--- config.mk ---
export PLATFORM = sky130hd
export DESIGN_NAME = dcache_control
export DESIGN_NICKNAME = d
export VERILOG_FILES = /design/src/rtl/dcache_control.sv
export SDC_FILE = /design/constraint.sdc
export NUM_CORES = 1
export LEC_CHECK = 0
export BUFFER_PORTS_ARGS = -buffer_cell sky130_fd_sc_hd__buf_4
export CAP_MARGIN = 20
export CELL_PAD_IN_SITES_DETAIL_PLACEMENT = 1
export CELL_PAD_IN_SITES_GLOBAL_PLACEMENT = 1
export CORE_AREA = 2 2 79 99
export DETAILED_ROUTE_END_ITERATION = 16
export DIE_AREA = 0 0 81 101
export HOLD_SLACK_MARGIN = 0.12
export PLACE_DENSITY_LB_ADDON = 0.1
export SETUP_SLACK_MARGIN = 0.5
export SLEW_MARGIN = 10
export SYNTH_ARGS = -nofsm -noshare
export SYNTH_HDL_FRONTEND = slang
export SYNTH_SLANG_ARGS = --single-unit
--- constraint.sdc ---
create_clock -name clk -period 2.8 [get_ports clk]
set_clock_uncertainty 0.05 [all_clocks]
set_input_delay 0.56 -clock clk [delete_from_list [all_inputs] [get_ports clk]]
set_output_delay 0.56 -clock clk [all_outputs]
set_load 0.01 [all_outputs]
--- src/rtl/dcache_control.sv ---
`default_nettype none
// ============================================================================
// dcache_control : hit / writeback / allocate sequencer and saturating perf
//                  counters for a two-way write-back write-allocate L1 dcache
// Revision       : 1.0
// ============================================================================
module dcache_control #(
    parameter int CNT_WIDTH = 16
) (
    input  logic                 clk,
    input  logic                 reset_n,
    input  logic                 mem_read,
    input  logic                 mem_write,
    output logic                 mem_resp,
    output logic                 pmem_read,
    output logic                 pmem_write,
    input  logic                 pmem_resp,
    input  logic                 cache_hit,
    input  logic                 dirtyout,
    output logic                 write_enable,
    output logic                 cache_allocate,
    output logic                 datain_mux_sel,
    output logic                 valid_in,
    output logic                 dirty_datain,
    output logic                 pmem_address_sel,
    output logic                 addr_reg_load,
    input  logic                 perf_clear,
    output logic [CNT_WIDTH-1:0] hit_count,
    output logic [CNT_WIDTH-1:0] miss_count,
    output logic [CNT_WIDTH-1:0] wb_count
);
    typedef enum logic [1:0] {
        ST_IDLE      = 2'd0,
        ST_WRITEBACK = 2'd1,
        ST_ALLOCATE  = 2'd2
    } state_t;

    state_t               state_q, state_d;
    logic                 miss_pending_q, miss_pending_d;
    logic [CNT_WIDTH-1:0] hit_cnt_q, hit_cnt_d;
    logic [CNT_WIDTH-1:0] miss_cnt_q, miss_cnt_d;
    logic [CNT_WIDTH-1:0] wb_cnt_q, wb_cnt_d;

    logic w_req;
    logic w_mem_resp, w_pmem_read, w_pmem_write, w_write_enable, w_cache_allocate;
    logic w_datain_mux_sel, w_valid_in, w_dirty_datain, w_pmem_address_sel, w_addr_reg_load;
    logic w_hit_inc, w_miss_inc, w_wb_inc;

    function automatic logic [CNT_WIDTH-1:0] sat_next(input logic [CNT_WIDTH-1:0] cnt,
                                                      input logic inc, input logic clr);
        if (clr) return '0;
        if (inc && (cnt != {CNT_WIDTH{1'b1}})) return cnt + 1'b1;
        return cnt;
    endfunction

    assign w_req = mem_read | mem_write;

    always_comb begin
        state_d            = state_q;
        miss_pending_d     = miss_pending_q;
        w_mem_resp         = 1'b0;
        w_pmem_read        = 1'b0;
        w_pmem_write       = 1'b0;
        w_write_enable     = 1'b0;
        w_cache_allocate   = 1'b0;
        w_datain_mux_sel   = 1'b0;
        w_valid_in         = 1'b0;
        w_dirty_datain     = 1'b0;
        w_pmem_address_sel = 1'b0;
        w_addr_reg_load    = 1'b0;
        w_miss_inc         = 1'b0;
        w_wb_inc           = 1'b0;

        case (state_q)
            ST_IDLE: begin
                if (w_req) begin
                    if (cache_hit) begin
                        w_mem_resp = 1'b1;
                        // A simultaneous read+write is handled as a write
                        if (mem_write) begin
                            w_write_enable   = 1'b1;
                            w_datain_mux_sel = 1'b1;
                            w_valid_in       = 1'b1;
                            w_dirty_datain   = 1'b1;
                        end
                    end else begin
                        w_addr_reg_load = 1'b1;
                        miss_pending_d  = 1'b1;
                        w_miss_inc      = 1'b1;
                        state_d         = dirtyout ? ST_WRITEBACK : ST_ALLOCATE;
                    end
                end else begin
                    // Request abandoned during the miss: nothing left to retry
                    miss_pending_d = 1'b0;
                end
            end
            ST_WRITEBACK: begin
                w_pmem_write       = 1'b1;
                w_pmem_address_sel = 1'b1;
                if (pmem_resp) begin
                    w_wb_inc = 1'b1;
                    state_d  = ST_ALLOCATE;
                end
            end
            ST_ALLOCATE: begin
                w_pmem_read = 1'b1;
                if (pmem_resp) begin
                    w_write_enable   = 1'b1;
                    w_cache_allocate = 1'b1;
                    w_valid_in       = 1'b1;
                    state_d          = ST_IDLE;
                end
            end
            default: state_d = ST_IDLE;
        endcase

        w_hit_inc = w_mem_resp & ~miss_pending_q;
        if (w_mem_resp) miss_pending_d = 1'b0;

        hit_cnt_d  = sat_next(hit_cnt_q, w_hit_inc, perf_clear);
        miss_cnt_d = sat_next(miss_cnt_q, w_miss_inc, perf_clear);
        wb_cnt_d   = sat_next(wb_cnt_q, w_wb_inc, perf_clear);
    end

    always_ff @(posedge clk or negedge reset_n) begin
        if (!reset_n) begin
            state_q        <= ST_IDLE;
            miss_pending_q <= 1'b0;
            hit_cnt_q      <= '0;
            miss_cnt_q     <= '0;
            wb_cnt_q       <= '0;
        end else begin
            state_q        <= state_d;
            miss_pending_q <= miss_pending_d;
            hit_cnt_q      <= hit_cnt_d;
            miss_cnt_q     <= miss_cnt_d;
            wb_cnt_q       <= wb_cnt_d;
        end
    end

    // Outputs are forced low while reset is held, even though they are Mealy
    assign mem_resp         = reset_n & w_mem_resp;
    assign pmem_read        = reset_n & w_pmem_read;
    assign pmem_write       = reset_n & w_pmem_write;
    assign write_enable     = reset_n & w_write_enable;
    assign cache_allocate   = reset_n & w_cache_allocate;
    assign datain_mux_sel   = reset_n & w_datain_mux_sel;
    assign valid_in         = reset_n & w_valid_in;
    assign dirty_datain     = reset_n & w_dirty_datain;
    assign pmem_address_sel = reset_n & w_pmem_address_sel;
    assign addr_reg_load    = reset_n & w_addr_reg_load;
    assign hit_count        = hit_cnt_q;
    assign miss_count       = miss_cnt_q;
    assign wb_count         = wb_cnt_q;
endmodule
`default_nettype wire

==> results of run 1 <==
cell type report:
type                            count  area, um^2
Tap cell                           92         115
Fill cell                         863        3730
Sequential cell                    51        1280
Clock buffer                        6        82.6
Timing Repair Buffer               73         551
Multi-Input combinational cell    235        1460
Inverter                            4        15.0
Clock inverter                      2        35.0
worst register-to-register path, cell delays in order, from the launching register on:
cell     delay, ps
dfrtp_1        450
or2_4          330
or4b_4         610
or4_1          500
a21oi_1        140
cell usage after synthesis (4+ instances only):
master / number / area (um^2)
a21oi_1: 12 / 60.1
and2_1: 9 / 56.3
and3_1: 6 / 37.5
and4_1: 7 / 61.3
clkbuf_1: 9 / 33.8
dfrtp_1: 51 / 1280
inv_1: 4 / 15.0
nand2_1: 18 / 67.6
nand3_1: 21 / 105
nand4_1: 20 / 125
nor2_1: 50 / 188
nor3_1: 8 / 40.0
o21ai_0: 6 / 30.0
o21ai_1: 5 / 25.0
or3_1: 5 / 31.3
xnor2_1: 5 / 43.8
xor2_1: 27 / 236
flip-flops by register name (all words and copies together), names as in the netlist:
| name | cells |
|---|---|
| state_q | 2 |
| wb_count | 16 |
| miss_pending_q | 1 |
| hit_count | 16 |
| miss_count | 16 |
metrics by stage:
step / setup slack, ps / total power, mW
floorplan: 658 / 0.968
global placement: 579 / 1.04
detailed placement: 564 / 1.05
CTS: 550 / 1.61
global route: 459 / 1.66
finish: 551 / 1.58
kinds of logic after synthesis:
logic type | Yosys count | synth area share [%]
fa+ha+maj | 3 | 1.33
mux | 3 | 1.11
xor+xnor | 32 | 9.92
buf+inv | 18 | 3.32
simple gates | 166 | 32.8
compound gates | 31 | 6.34
flops | 51 | 45.2
what timing repair did:
item	4_1_cts	5_1_grt
resized for setup	1	1
pin swaps	0	2
gates cloned	0	0
setup buffers	0	3
hold endpoints to repair	11	0
hold buffers	1	0
endpoints found under the setup margin	3	5
power by group through the flow:
stage	Clock (mW)	Sequential (mW)	Combinational [mW]
2_1_floorplan	0	0.808	0.160
3_3_place_gp	0	0.807	0.237
3_5_place_dp	0	0.811	0.241
4_1_cts	0.559	0.796	0.251
5_1_grt	0.583	0.804	0.277
6_report	0.541	0.796	0.247
layer usage:
metal,GRT usage [%],vias up,share of wire [%],routed length [um]
li1,-,1202,-,-
met3,2.78,6,3.3,248
met1,25.3,1260,45,3410
met2,33.2,52,50,3800
met5,0,-,0,0
met4,4.43,0,0.90,68
path summary, 6_finish.rpt:
path,from,endpoint,slack [ps],cells after the start
max,mem_write,addr_reg_load,550,5
min,reset_n,hit_count[11],340,2
max reg2reg,state_q[1],hit_count[2],650,4
min reg2reg,state_q[1],state_q[0],520,1
max in group asynchronous,reset_n,state_q[0],1490,2
min in group clk,dirtyout,state_q[0],510,3
==> flow_summary.rst, run 1 <==
.. list-table::
   :header-rows: 1

   * - Metric
     - Value
   * - Share of the core filled with cells in the final layout
     - 48.6%
   * - Area of the core
     - 7270 um^2
   * - Internal power contribution
     - 1.16 mW
   * - Max-capacitance violation count
     - 0
   * - Remaining design rule violation count
     - 0
   * - # clock sinks
     - 51
   * - Area growth from synthesis to final layout
     - 25.2%
   * - Top flip-flop cell by instance count after synthesis
     - dfrtp_1
   * - Most frequent cells in the layout
     - 72 x buf_4, 51 x dfrtp_1, 50 x nor2_1, 27 x xor2_1, 21 x nand3_1
   * - Setup violators final
     - 0
   * - Die Y
     - 101 um
   * - Fraction of synthesis flops using an asynchronous set or reset pin
     - between 90% and 100%
   * - Final Non-Filler Cells
     - 463
   * - Cell repeated most along the worst path
     - buf_4
   * - Effective utilization at floorplan
     - 38.8%
   * - Proportion of total power due to net switching
     - a little over a quarter
   * - Routed vias/inst
     - 5.44
   * - CP max stage delay
     - 520 ps
   * - Mean cell area of the mapped netlist
     - about 9.3 um^2
   * - CP Data Required Time
     - 2190 ps
   * - Top delay family on crit path
     - simple AND/OR/NAND/NOR gates
   * - Number of input and output port buffers inserted
     - 65
   * - CP max FO
     - 5
   * - Source-to-sink clock delay at the later pin of the worst-skew pair
     - 300 ps
   * - Inserted Clock Buffers
     - 5
   * - Via count of the routed design
     - 2520
   * - Width of the chip
     - 81 um
   * - CTS tree
     - done
   * - Crit-path cells
     - buf_4 -> nor2_1 -> nor3_2 -> and2_1 -> buf_4
   * - Num rows
     - 35
   * - CP max-delay cell
     - nor2_1
   * - Aggregate global-route resource usage
     - 19.2%
   * - Leftover overflow at the end of global routing
     - 0
   * - RSZ-0062 raised after global routing
     - true
   * - Number of distinct library cells after synthesis
     - between 40 and 50
   * - IR Drop Worst-Case VDD
     - 0.000232 V
   * - Half-perimeter wire length of the detailed placement result
     - 5450 um
   * - Most frequent standard cell in the layout excluding fill and tap cells
     - buf_4
   * - Worst path bufs/invs
     - 2
   * - Maximum clock frequency
     - 0.445 GHz
   * - Result of the run
     - finished, final reports clean
   * - Master cell of the clock root buffer
     - clkbuf_8
   * - Number of global-route vias before repair
     - 2576
   * - Post-detailed-route count of antenna-violating nets
     - 0
   * - Max_slew headroom
     - 55.5%
   * - Synthesized netlist net count
     - about 320
   * - Net Sw Power
     - 0.427 mW
   * - Clock period minus worst slack
     - roughly 2200 ps
   * - Final period util
     - 80.3%
   * - Sequential element share of the synthesized area
     - 45.2%
   * - Clock slew at reported path FFs
     - 100 ps
   * - Category of the most critical setup path
     - in -> out
   * - Number of enable-type register cells in the synthesized netlist
     - 0
   * - Syn Std Cell Area
     - 2820 um^2
   * - Number of antenna diodes
     - 0
   * - Placed inst area
     - around 3400 um^2
   * - Fraction of power consumed by combinational cells
     - 15.6%
   * - Total Routed Length
     - 7520 um
   * - Final Hold Vio Count
     - 0
   * - Drt first-iter violations
     - 46
   * - Number of flip-flops and latches in the synthesized netlist
     - 51
   * - Share of final-layout standard cells stronger than drive strength 1
     - 24.3%
   * - I/O pin total
     - 66
   * - Largest net degree at the start of global routing
     - 51
   * - Post-route design area
     - 3540 um^2
   * - Total negative slack
     - 0 ps
   * - Die outline area
     - 8180 um^2
   * - Total placed cells including tap cells
     - around 450
   * - Final-layout worst hold slack
     - 340 ps
   * - H-tree Lvls
     - 2
   * - Number of warning messages in the yosys log
     - 0
   * - Reg power frac
     - approximately 50%
   * - Critical path launch point type
     - input port
   * - Leakage power
     - approximately 1.6 nW
   * - First-pass GRT wire length
     - 12500 um
   * - Cell count after synthesis
     - approximately 300
   * - Number of antenna violations at the first check in global routing
     - 0
   * - Power Density
     - 448 nW/um^2
   * - Measured slew at the worst slew-check pin
     - around 670 ps
   * - Buffer depth of the longest clock path
     - 2
   * - WP data arrival
     - 1640 ps
   * - Critical Path Sink Type
     - output pin
   * - 1st-pass router iterations
     - 4
   * - Part of the total power dissipated in the clock network
     - 34.1%
   * - Final nets
     - 381
   * - Wire per inst
     - 16.2 um
   * - Hold WC Path Type
     - in -> async
   * - Max Transition Viols Final
     - 0
   * - Weighted congestion reported at the end of routability-driven placement
     - 0.766
No activity file was read; power rests on OpenSTA's default activity.
==> run 2: changes to the inputs <==
--- a/config.mk
+++ b/config.mk
@@ -9,9 +9,9 @@
 export CAP_MARGIN = 20
 export CELL_PAD_IN_SITES_DETAIL_PLACEMENT = 1
 export CELL_PAD_IN_SITES_GLOBAL_PLACEMENT = 1
-export CORE_AREA = 2 2 79 99
+export CORE_AREA = 2 2 83 105
 export DETAILED_ROUTE_END_ITERATION = 16
-export DIE_AREA = 0 0 81 101
+export DIE_AREA = 0 0 85 107
 export HOLD_SLACK_MARGIN = 0.12
 export PLACE_DENSITY_LB_ADDON = 0.1
 export SETUP_SLACK_MARGIN = 0.5
==> constraint.sdc (replaced) <==
create_clock -name clk -period 2.03 [get_ports clk]
set_clock_uncertainty 0.05 [all_clocks]
set_input_delay 0.406 -clock clk [delete_from_list [all_inputs] [get_ports clk]]
set_output_delay 0.406 -clock clk [all_outputs]
set_load 0.01 [all_outputs]
==> run 2 against run 1 <==
Compared with the run above:
- the run now ends with setup timing left
- clock power is 42% higher
- worst setup slack worse by 550 ps
- combinational power grew to 2.9 times the previous value
- global-route usage is 0.11 points lower
- highest routed layer unchanged
- total power is 62% higher
- largest cell class unchanged
- final area is 22% higher
==> flow_summary.rst, run 2 (synthesis gave the netlist of run 1 again) <==
.. list-table::
   :header-rows: 1

   * - Metric
     - Value
   * - Largest net degree at the start of global routing
     - 51 (unchanged)
   * - Drt first-iter violations
     - 87 (+89%)
   * - Slack of the worst reg-to-reg path
     - 10 ps (-640 ps)
   * - Die outline area
     - 9100 um^2 (+11%)
   * - Routed vias/inst
     - 5.29 (-2.7%)
   * - Category of the most critical setup path
     - reg -> out
   * - Critical Path Sink Type
     - output pin
   * - Final period util
     - 100%
   * - Met1 routing resource usage after global routing
     - 23.8% (-1.4 points)
   * - Critical path startpoint
     - state_q[1]
   * - RSZ-0062 raised after global routing
     - true
   * - Top delay family on crit path
     - simple AND/OR/NAND/NOR gates
   * - Weighted congestion reported at the end of routability-driven placement
     - 0.788 (+2.9%)
   * - Aggregate global-route resource usage
     - 19.1% (-0.11 points)
   * - Total Routed Length
     - 8770 um (+17%)
   * - Measured slew at the worst slew-check pin
     - 732 ps (+66.7 ps)
   * - Origin of the critical flop-to-flop path
     - state_q[1]
   * - Via count of the routed design
     - 2763 (+9.6%)
   * - Width of the chip
     - 85 um (+4.9%)
   * - Final-layout worst hold slack
     - 148 ps (-192 ps)
   * - Hold WC Path Type
     - in -> async
   * - Post-route design area
     - 4320 um^2 (+22%)
   * - Most frequent standard cell in the layout excluding fill and tap cells
     - buf_4
   * - Worst path bufs/invs
     - 2 (unchanged)
   * - Crit Reg-Reg Endpoint
     - hit_count[2]
   * - Num rows
     - 37 (+5.7%)
   * - Crit-path cells
     - buf_6 -> and3b_2 -> and2_4 -> or2_4 -> buf_6
   * - First-pass GRT wire length
     - 14100 um (+13%)
   * - IR Drop Worst-Case VDD
     - 0.000381 V (+64%)
   * - CP max stage delay
     - 400 ps (-120 ps)
   * - Share of the core filled with cells in the final layout
     - 53.4% (+4.7 points)
   * - Met3 track utilization from global routing
     - 3.31% (+0.53 points)
   * - Layout filler cell count
     - 919 (+6.5%)
   * - Maximum clock frequency
     - 0.492 GHz
   * - Number of input and output port buffers inserted
     - 65 (unchanged)
   * - Minimum setup slack in the final design
     - -2.95 ps (-554 ps)
   * - Effective utilization at floorplan
     - 34.9% (-4.0 points)
   * - # clock sinks
     - 51 (unchanged)
   * - CP Data Required Time
     - 1570 ps (-620 ps)
   * - Final Non-Filler Cells
     - 522 (+13%)
   * - Placed inst area
     - 3500 um^2 (+3.7%)
   * - Routing layer with the top usage in global route
     - met2
   * - Global routing usage on met2
     - 33.4% (+0.12 points)
   * - WP data arrival
     - 1580 ps (-60 ps)
   * - Max-capacitance violation count
     - 0 (unchanged)
   * - Cell repeated most along the worst path
     - buf_6
   * - Number of antenna violations at the first check in global routing
     - 0 (unchanged)
   * - Critical path launch point type
     - register
   * - Half-perimeter wire length of the detailed placement result
     - 5550 um (+1.8%)
   * - Post-Place Worst Slack
     - 29.8 ps (-535 ps)
   * - Post-detailed-route count of antenna-violating nets
     - 0 (unchanged)
   * - Max_slew headroom
     - 51.1% (-4.4 points)
   * - Violations in the final reports
     - setup timing
   * - Power Density
     - 595 nW/um^2 (+33%)
   * - Inserted Clock Buffers
     - 5 (unchanged)
   * - Wire per inst
     - 16.8 um (+3.5%)
   * - Number of global-route vias before repair
     - 2870 (+11%)
   * - Number of antenna diodes
     - 0 (unchanged)
   * - I/O pin total
     - 66 (unchanged)
   * - Source-to-sink clock delay at the later pin of the worst-skew pair
     - 320 ps (+20 ps)
   * - Area growth from synthesis to final layout
     - 53.1%
   * - Total placed cells including tap cells
     - 469 (+4.0%)
   * - Max Transition Viols Final
     - 0 (unchanged)
   * - H-tree Lvls
     - 2 (unchanged)
   * - CP max-delay cell
     - dfrtp_1
   * - CP max FO
     - 2 (-3)
   * - Share of final-layout standard cells stronger than drive strength 1
     - 44.5% (+20 points)
   * - Total power draw
     - 2.57 mW (+62%)
   * - CTS tree
     - done
   * - Most frequent cells in the layout
     - 95 x buf_4, 48 x dfrtp_1, 45 x nor2_1, 31 x buf_6, 27 x xor2_1
   * - Remaining design rule violation count
     - 0 (unchanged)
   * - Master cell of the clock root buffer
     - clkbuf_8
   * - Die Y
     - 107 um (+5.9%)
   * - Total negative slack
     - -4.69 ps (-4.69 ps)
   * - Area of the core
     - 8100 um^2 (+11%)
   * - Final Hold Vio Count
     - 0 (unchanged)
   * - Setup violators final
     - 2 (+2)
   * - Result of the run
     - complete, but fails checks
   * - Clock slew at reported path FFs
     - 100 ps (about the same)
   * - Buffer depth of the longest clock path
     - 2 (unchanged)
   * - Final nets
     - 435 (+14%)
   * - Leakage power
     - 1.95 nW (+21%)
   * - Leftover overflow at the end of global routing
     - 0 (unchanged)
   * - 1st-pass router iterations
     - 4 (unchanged)
   * - Clock period minus worst slack
     - 2030 ps
   * - Worst reg2reg path depth
     - 4 (unchanged)
==> run 2: cell count changes in the layout (fill, tap and decap cells not counted), moves of 4 or more <==
cell	delta
buf_4	+23
buf_6	+31
nand3_1	-9
nand3_2	+8
nor2_1	-5
nor2_4	+4
nor3_1	-4
nor3_4	+4
o21ai_0	-4
==> run 2: area by class of cell <==
cell class | instances | area (um^2) | area share [%]
multi-input combinational | 235 | 1720 | 39.7
clock buffer | 6 | 82.6 | 1.91
sequential | 51 | 1280 | 29.6
clock inverter | 2 | 35.0 | 0.810
timing repair buffer | 127 | 1070 | 24.8
tap | 97 | 121 | 2.81
inverter | 4 | 15.0 | 0.347
==> run 2: per-layer routing <==
layer	routed length, um	vias up
met5	0	-
met4	154	0
met3	279	10
met2	4660	48
met1	3680	1391
li1	-	1314
==> run 2: timing repair <==
item,in CTS,in global routing
gates resized for setup,62,30
pin swaps,52,30
buffers inserted,29,15
hold endpoints to repair,15,0
endpoints found under the setup margin,60,61
hold buffers,1,0
==> run 2: worst max-delay path by stage <==
stage                     to  slack, ps  depth (start not counted)
6_report            valid_in         -3                          5
5_1_grt        hit_count[11]        -90                          6
4_1_cts         write_enable          3                          5
3_5_place_dp    hit_count[2]         30                          4
3_3_place_gp    hit_count[2]         60                          4
2_1_floorplan   hit_count[2]       -100                          6
==> run 2: report_power, final <==
part           switching (mW)  internal [mW]  leakage (nW)
clock                   0.367          0.400        0.0612
sequential             0.0295           1.05         0.703
combinational           0.325          0.402          1.19
total                   0.721           1.85          1.95
